File: src/rtl/uart_rx_unit_pkg.sv
// Shared definitions for the UART receive path: FSM state encoding and default baud constants.
// Also used by the TX unit through baud_tick_gen.
package uart_rx_unit_pkg;

  typedef enum logic [1:0] {
    IDLE  = 2'b00,
    START = 2'b01,
    DATA  = 2'b10,
    STOP  = 2'b11
  } rx_state_e;

  // 19200 baud from a 50 MHz clock with 16x oversampling
  localparam int unsigned DVSR_DEFAULT     = 163;
  localparam int unsigned DVSR_BIT_DEFAULT = 8;
  localparam int unsigned N_TICK_DEFAULT   = 16;
  localparam int unsigned N_BIT_DEFAULT    = 8;

endpackage : uart_rx_unit_pkg

File: src/rtl/uart_rx_unit_baud_tick_gen.sv
// Free-running oversampling tick divider: one-cycle tick every DVSR clocks.
// Shared between the RX and TX units.
module baud_tick_gen
  import uart_rx_unit_pkg::*;
#(
  parameter int unsigned DVSR     = DVSR_DEFAULT,
  parameter int unsigned DVSR_BIT = DVSR_BIT_DEFAULT
) (
  input  logic CLK,
  input  logic RESET,
  output logic tick
);

  localparam logic [DVSR_BIT-1:0] CNT_LAST = DVSR_BIT'(DVSR - 1);

  logic [DVSR_BIT-1:0] cnt_q, cnt_d;

  always_comb begin
    cnt_d = (cnt_q == CNT_LAST) ? '0 : cnt_q + 1'b1;
  end

  // NOTE: sequential state uses <= so every flop samples pre-edge values.
  always_ff @(posedge CLK or negedge RESET) begin
    if (!RESET) cnt_q <= '0;
    else        cnt_q <= cnt_d;
  end

  assign tick = (cnt_q == CNT_LAST);

endmodule : baud_tick_gen

File: src/rtl/uart_rx_unit.sv
// UART 8N1 receiver: synchronizes rx, oversamples on baud ticks and emits one-cycle
// rx_done / frame_err strobes for the RX FIFO write port.
module uart_rx_unit
  import uart_rx_unit_pkg::*;
#(
  parameter int unsigned N_BIT    = N_BIT_DEFAULT,
  parameter int unsigned N_TICK   = N_TICK_DEFAULT,
  parameter int unsigned DVSR     = DVSR_DEFAULT,
  parameter int unsigned DVSR_BIT = DVSR_BIT_DEFAULT
) (
  input  logic             CLK,
  input  logic             RESET,
  input  logic             rx,
  output logic [N_BIT-1:0] dout,
  output logic             rx_done,
  output logic             frame_err,
  output logic             busy
);

  localparam int unsigned S_W = $clog2(N_TICK);
  localparam int unsigned N_W = (N_BIT > 1) ? $clog2(N_BIT) : 1;

  localparam logic [S_W-1:0] S_MID  = S_W'(N_TICK / 2 - 1);
  localparam logic [S_W-1:0] S_LAST = S_W'(N_TICK - 1);
  localparam logic [N_W-1:0] N_LAST = N_W'(N_BIT - 1);

  logic tick;

  baud_tick_gen #(
    .DVSR     (DVSR),
    .DVSR_BIT (DVSR_BIT)
  ) u_baud_tick_gen (
    .CLK   (CLK),
    .RESET (RESET),
    .tick  (tick)
  );

  logic             sync1_q, rxs_q;
  rx_state_e        state_q, state_d;
  logic [S_W-1:0]   s_q, s_d;
  logic [N_W-1:0]   n_q, n_d;
  logic [N_BIT-1:0] b_q, b_d;
  logic [N_BIT-1:0] dout_q, dout_d;
  logic             rx_done_q, rx_done_d;
  logic             frame_err_q, frame_err_d;

  // Synchronizer resets to the idle level so release from reset never looks like a start bit.
  always_ff @(posedge CLK or negedge RESET) begin
    if (!RESET) begin
      sync1_q <= 1'b1;
      rxs_q   <= 1'b1;
    end else begin
      sync1_q <= rx;
      rxs_q   <= sync1_q;
    end
  end

  // NOTE: every signal gets a default first, so no path through the case infers a latch.
  always_comb begin
    state_d     = state_q;
    s_d         = s_q;
    n_d         = n_q;
    b_d         = b_q;
    dout_d      = dout_q;
    rx_done_d   = 1'b0;
    frame_err_d = 1'b0;

    unique case (state_q)
      IDLE: begin
        if (!rxs_q) begin
          state_d = START;
          s_d     = '0;
        end
      end
      START: begin
        if (tick) begin
          if (s_q == S_MID) begin
            if (!rxs_q) begin
              state_d = DATA;
              s_d     = '0;
              n_d     = '0;
            end else begin
              state_d = IDLE;
            end
          end else begin
            s_d = s_q + 1'b1;
          end
        end
      end
      DATA: begin
        if (tick) begin
          if (s_q == S_LAST) begin
            s_d = '0;
            b_d = {rxs_q, b_q[N_BIT-1:1]};
            if (n_q == N_LAST) state_d = STOP;
            else               n_d     = n_q + 1'b1;
          end else begin
            s_d = s_q + 1'b1;
          end
        end
      end
      STOP: begin
        if (tick) begin
          if (s_q == S_LAST) begin
            state_d = IDLE;
            if (rxs_q) begin
              dout_d    = b_q;
              rx_done_d = 1'b1;
            end else begin
              frame_err_d = 1'b1;
            end
          end else begin
            s_d = s_q + 1'b1;
          end
        end
      end
      default: state_d = IDLE;
    endcase
  end

  always_ff @(posedge CLK or negedge RESET) begin
    if (!RESET) begin
      state_q     <= IDLE;
      s_q         <= '0;
      n_q         <= '0;
      b_q         <= '0;
      dout_q      <= '0;
      rx_done_q   <= 1'b0;
      frame_err_q <= 1'b0;
    end else begin
      state_q     <= state_d;
      s_q         <= s_d;
      n_q         <= n_d;
      b_q         <= b_d;
      dout_q      <= dout_d;
      rx_done_q   <= rx_done_d;
      frame_err_q <= frame_err_d;
    end
  end

  assign dout      = dout_q;
  assign rx_done   = rx_done_q;
  assign frame_err = frame_err_q;
  assign busy      = (state_q != IDLE);

endmodule : uart_rx_unit

File: config.mk
export PLATFORM = sky130hd
export DESIGN_NAME = uart_rx_unit
export DESIGN_NICKNAME = d
export VERILOG_FILES = /design/src/rtl/uart_rx_unit_pkg.sv /design/src/rtl/uart_rx_unit_baud_tick_gen.sv /design/src/rtl/uart_rx_unit.sv
export SDC_FILE = /design/constraint.sdc
export NUM_CORES = 1
export LEC_CHECK = 0
export BUFFER_PORTS_ARGS = -buffer_cell sky130_fd_sc_hd__buf_4
export CAP_MARGIN = 30
export CORE_ASPECT_RATIO = 1.75
export CORE_MARGIN = 2
export CORE_UTILIZATION = 56
export DETAILED_ROUTE_END_ITERATION = 10
export PLACE_DENSITY = 0.8
export RECOVER_POWER = 100
export SLEW_MARGIN = 20
export SYNTH_ARGS = -nofsm -noshare
export SYNTH_HDL_FRONTEND = slang
export SYNTH_SLANG_ARGS = --single-unit
export TNS_END_PERCENT = 30
File: constraint.sdc
create_clock -name CLK -period 2.9 [get_ports CLK]
set_input_delay 0.29 -clock CLK [delete_from_list [all_inputs] [get_ports CLK]]
set_output_delay 0.29 -clock CLK [all_outputs]
set_load 0.05 [all_outputs]
==> results_dict.tcl <==
set metrics [dict create \
    outcome "finished, violations left" \
    violations "max-capacitance violations, max-slew violations" \
    synth_flop_cell "dfrtp_1" \
    ios 14 \
    peakVddDrop_uv 396 \
    yosys_register_bits 37 \
    drtIter0Drc 12 \
    hold_class "in -> reg" \
    htree_num_levels 2 \
    design_area_um2 1820 \
    clockBufferDepth 2 \
    slew_viol_final 38 \
    setup.worst_path.end_class "flip-flop" \
    crit_arrival_ps 2630 \
    core_um2 2900 \
    synth.distinct_cells 41 \
    swShare_pct 21.4 \
    hold_start "rx" \
    power.density_nw_per_um2 481 \
    clk_latency_ps 290 \
    cts_buffers 5 \
    clk_pin_slew_ps 70 \
    synthCells 132 \
    setup_tns_ps 0 \
    power.share.clock_pct 39.0 \
    path_max_fanout 8 \
    die_x_um 45.4 \
    num_vias 1065 \
    ant_nets 0 \
    ys_seq_area_share_pct 55.2 \
    p_sw_uw 187 \
    busiest_layer "met2" \
    dp_hpwl_mm 2.00 \
    startpoint "u_baud_tick_gen.cnt_q[0]" \
    clock.fmax_mhz 407 \
    fin_nets 156 \
    dpl-instance-area_um2 1790 \
    path_class "reg -> reg" \
    cts_hold_buf 1 \
    drive_above_1_share_pct 21.5 \
    slew_headroom_pct -25.3 \
    drt_pass1_iterations 4 \
    area_growth_pct 8.18 \
    p_leak_uw 0.000856 \
    routedWlPerCell_um 16.0 \
    required_ps 3080 \
    grt_pass1_vias 1097 \
    synthArstFlopShare_pct 100 \
    chipHeight_um 76.5 \
    cts_sinks 37 \
    avgSynthCellArea_um2 12.7 \
    clockRootBuffer "clkbuf_8" \
    synth_fp_nets 140 \
    start_util_pct 58.1 \
    cts_tree "yes" \
    antenna_found_initial 0 \
    finalHoldViolCount 0 \
    synth-edff-count 0 \
    io_buffers 13 \
    rows 26 \
    min_period_over_period_pct 84.7 \
    finalCriticalPeriod_ps 2460 \
    grt_overflow 0 \
    grt_setup_unrepaired "no" \
    drt_wl_total_mm 2.82 \
    ctsResizeCount 0 \
    gp_congestion 0.771 \
    tightest_slew_ps 1880 \
    die-area_um2 3470 \
    grt_max_degree 38 \
    synth_area_um2 1680 \
    use_met3_pct 5.92 \
    cts_setup_buffers 0 \
    grt_usage_pct 19.4 \
    combPwrFrac_pct 1.5 \
    setup_viol_count_final 0 \
    grt_pass1_wl_mm 4.94 \
    num-fill-cells 229 \
    worstReg2RegStart "u_baud_tick_gen.cnt_q[0]" \
    diodes 0 \
    met1_usage_pct 22.5 \
    drv_cap 1 \
    whs_ps 112 \
    cp-start-kind "flip-flop" \
    ys_warn_count 0 \
    fin_skew_ps 5.12 \
    vias_per_cell 6.02 \
    drt_drc_violations_left 0 \
    seqPwrFrac_pct 59.5 \
    grtUsageMet2_pct 31.4 \
    intPower_uw 687 \
]
[per-stage QoR]
| stage | power, uW | setup WS [ps] | util [%] | cells |
|---|---|---|---|---|
| final | 874 | 445 | 62.8 | 177 |
| after global routing | 906 | 257 | 62.8 | 177 |
| after CTS | 885 | 605 | 64.9 | 177 |
| after detailed placement | 544 | 622 | 61.7 | 168 |
| after global placement | 543 | 691 | 61.7 | 168 |
| after floorplan | 531 | 822 | - | 132 |
[Yosys cell counts (2+ instances only)]
cell type / count / area, um^2
o31a_1: 2 / 17.5
a211o_1: 2 / 17.5
a22o_1: 3 / 26.3
nand2b_1: 2 / 12.5
nor3_1: 2 / 10.0
nor4_1: 3 / 18.8
and3_1: 2 / 12.5
nor2_1: 9 / 33.8
xor2_1: 3 / 26.3
clkbuf_1: 3 / 11.3
xnor2_1: 4 / 35.0
nand4_1: 2 / 12.5
a21oi_1: 2 / 10.0
inv_1: 3 / 11.3
ha_1: 5 / 62.6
nand2_1: 3 / 11.3
dfrtp_1: 35 / 876
dfstp_2: 2 / 52.6
mux2_2: 18 / 203
nor3b_1: 3 / 22.5
nand3_1: 4 / 20.0
[cells in the final DEF (no fill, tap or decap), types with 2 or more instances in the layout]
cell       n
dfrtp_1   35
a22o_1     3
clkbuf_8   5
xnor2_1    4
ha_1       5
a21oi_1    2
clkbuf_1  13
dfstp_2    2
clkinv_2   2
nand3_1    4
nor3b_1    3
nor3_1     2
inv_1      3
nand4_1    2
o31a_1     2
nand2b_1   2
mux2_2    18
nor2_1     9
and3_1     2
nand2_1    3
a211o_1    2
nor4_1     3
xor2_1     3
[routing by layer]
layer / part of all wire [%] / vias to the layer above / wire length (um)
li1: - / 510 / -
met1: 40 / 528 / 1130
met2: 54 / 20 / 1530
met3: 3.4 / 7 / 95
met4: 2.4 / 0 / 67
met5: 0 / - / 0
[logic make-up (layout without fill, tap and decap cells)]
logic type	count (synthesis)	after routing	synth area share (%)
adders and majority gates	5	5	3.72
DFF	37	37	55.2
and+or+nand+nor	40	40	14.9
buffers and inverters	8	25	2.31
AOI/OAI and AO/OA	17	17	8.19
xor gates and xnor gates	7	7	3.65
muxes	18	18	12.1
[area by class of cell]
class	instances	area, um^2	area share (%)
Tap cell	28	35.0	1.93
Sequential cell	37	928	51.0
Inverter	3	11.3	0.619
Clock inverter	2	10.0	0.550
Clock buffer	6	72.6	3.99
Timing Repair Buffer	14	62.6	3.44
Multi-Input combinational cell	87	699	38.4
[state kept, by name, indices dropped and copies added, names as in the netlist, named ones only]
register	flops
b_q	8
dout	8
u_baud_tick_gen.cnt_q	8
s_q	4
n_q	3
frame_err	1
rx_done	1
rxs_q	1
state_q	1
sync1_q	1
[power by group through the flow]
stage / Sequential [uW] / Combinational [uW] / Clock [uW]
floorplan: 530 / 1.47 / 0
global placement: 530 / 12.9 / 0
detailed placement: 530 / 13.5 / 0
CTS: 520 / 14.7 / 351
global route: 520 / 15.3 / 371
finish: 520 / 12.8 / 341
[critical path, cell delays in order, from the launching register on]
cell and delay (ps):
dfrtp_1 420, inv_1 70, ha_1 130, nand4b_1 250, or2_0 460, nor3_2 600, mux2_2 400
[path summary, 6_finish.rpt]
| check | endpoint | slack [ps] | cells past startpoint |
|---|---|---|---|
| setup reg to reg | dout[6] | 440 | 6 |
| setup / recovery | dout[6] | 440 | 6 |
| hold / removal | sync1_q | 110 | 1 |
| min in group asynchronous | s_q[3] | 1050 | 2 |
| max in group asynchronous | b_q[3] | 770 | 2 |
| hold reg to reg | rxs_q | 360 | 0 |
No activity file was read; power rests on OpenSTA's default activity.
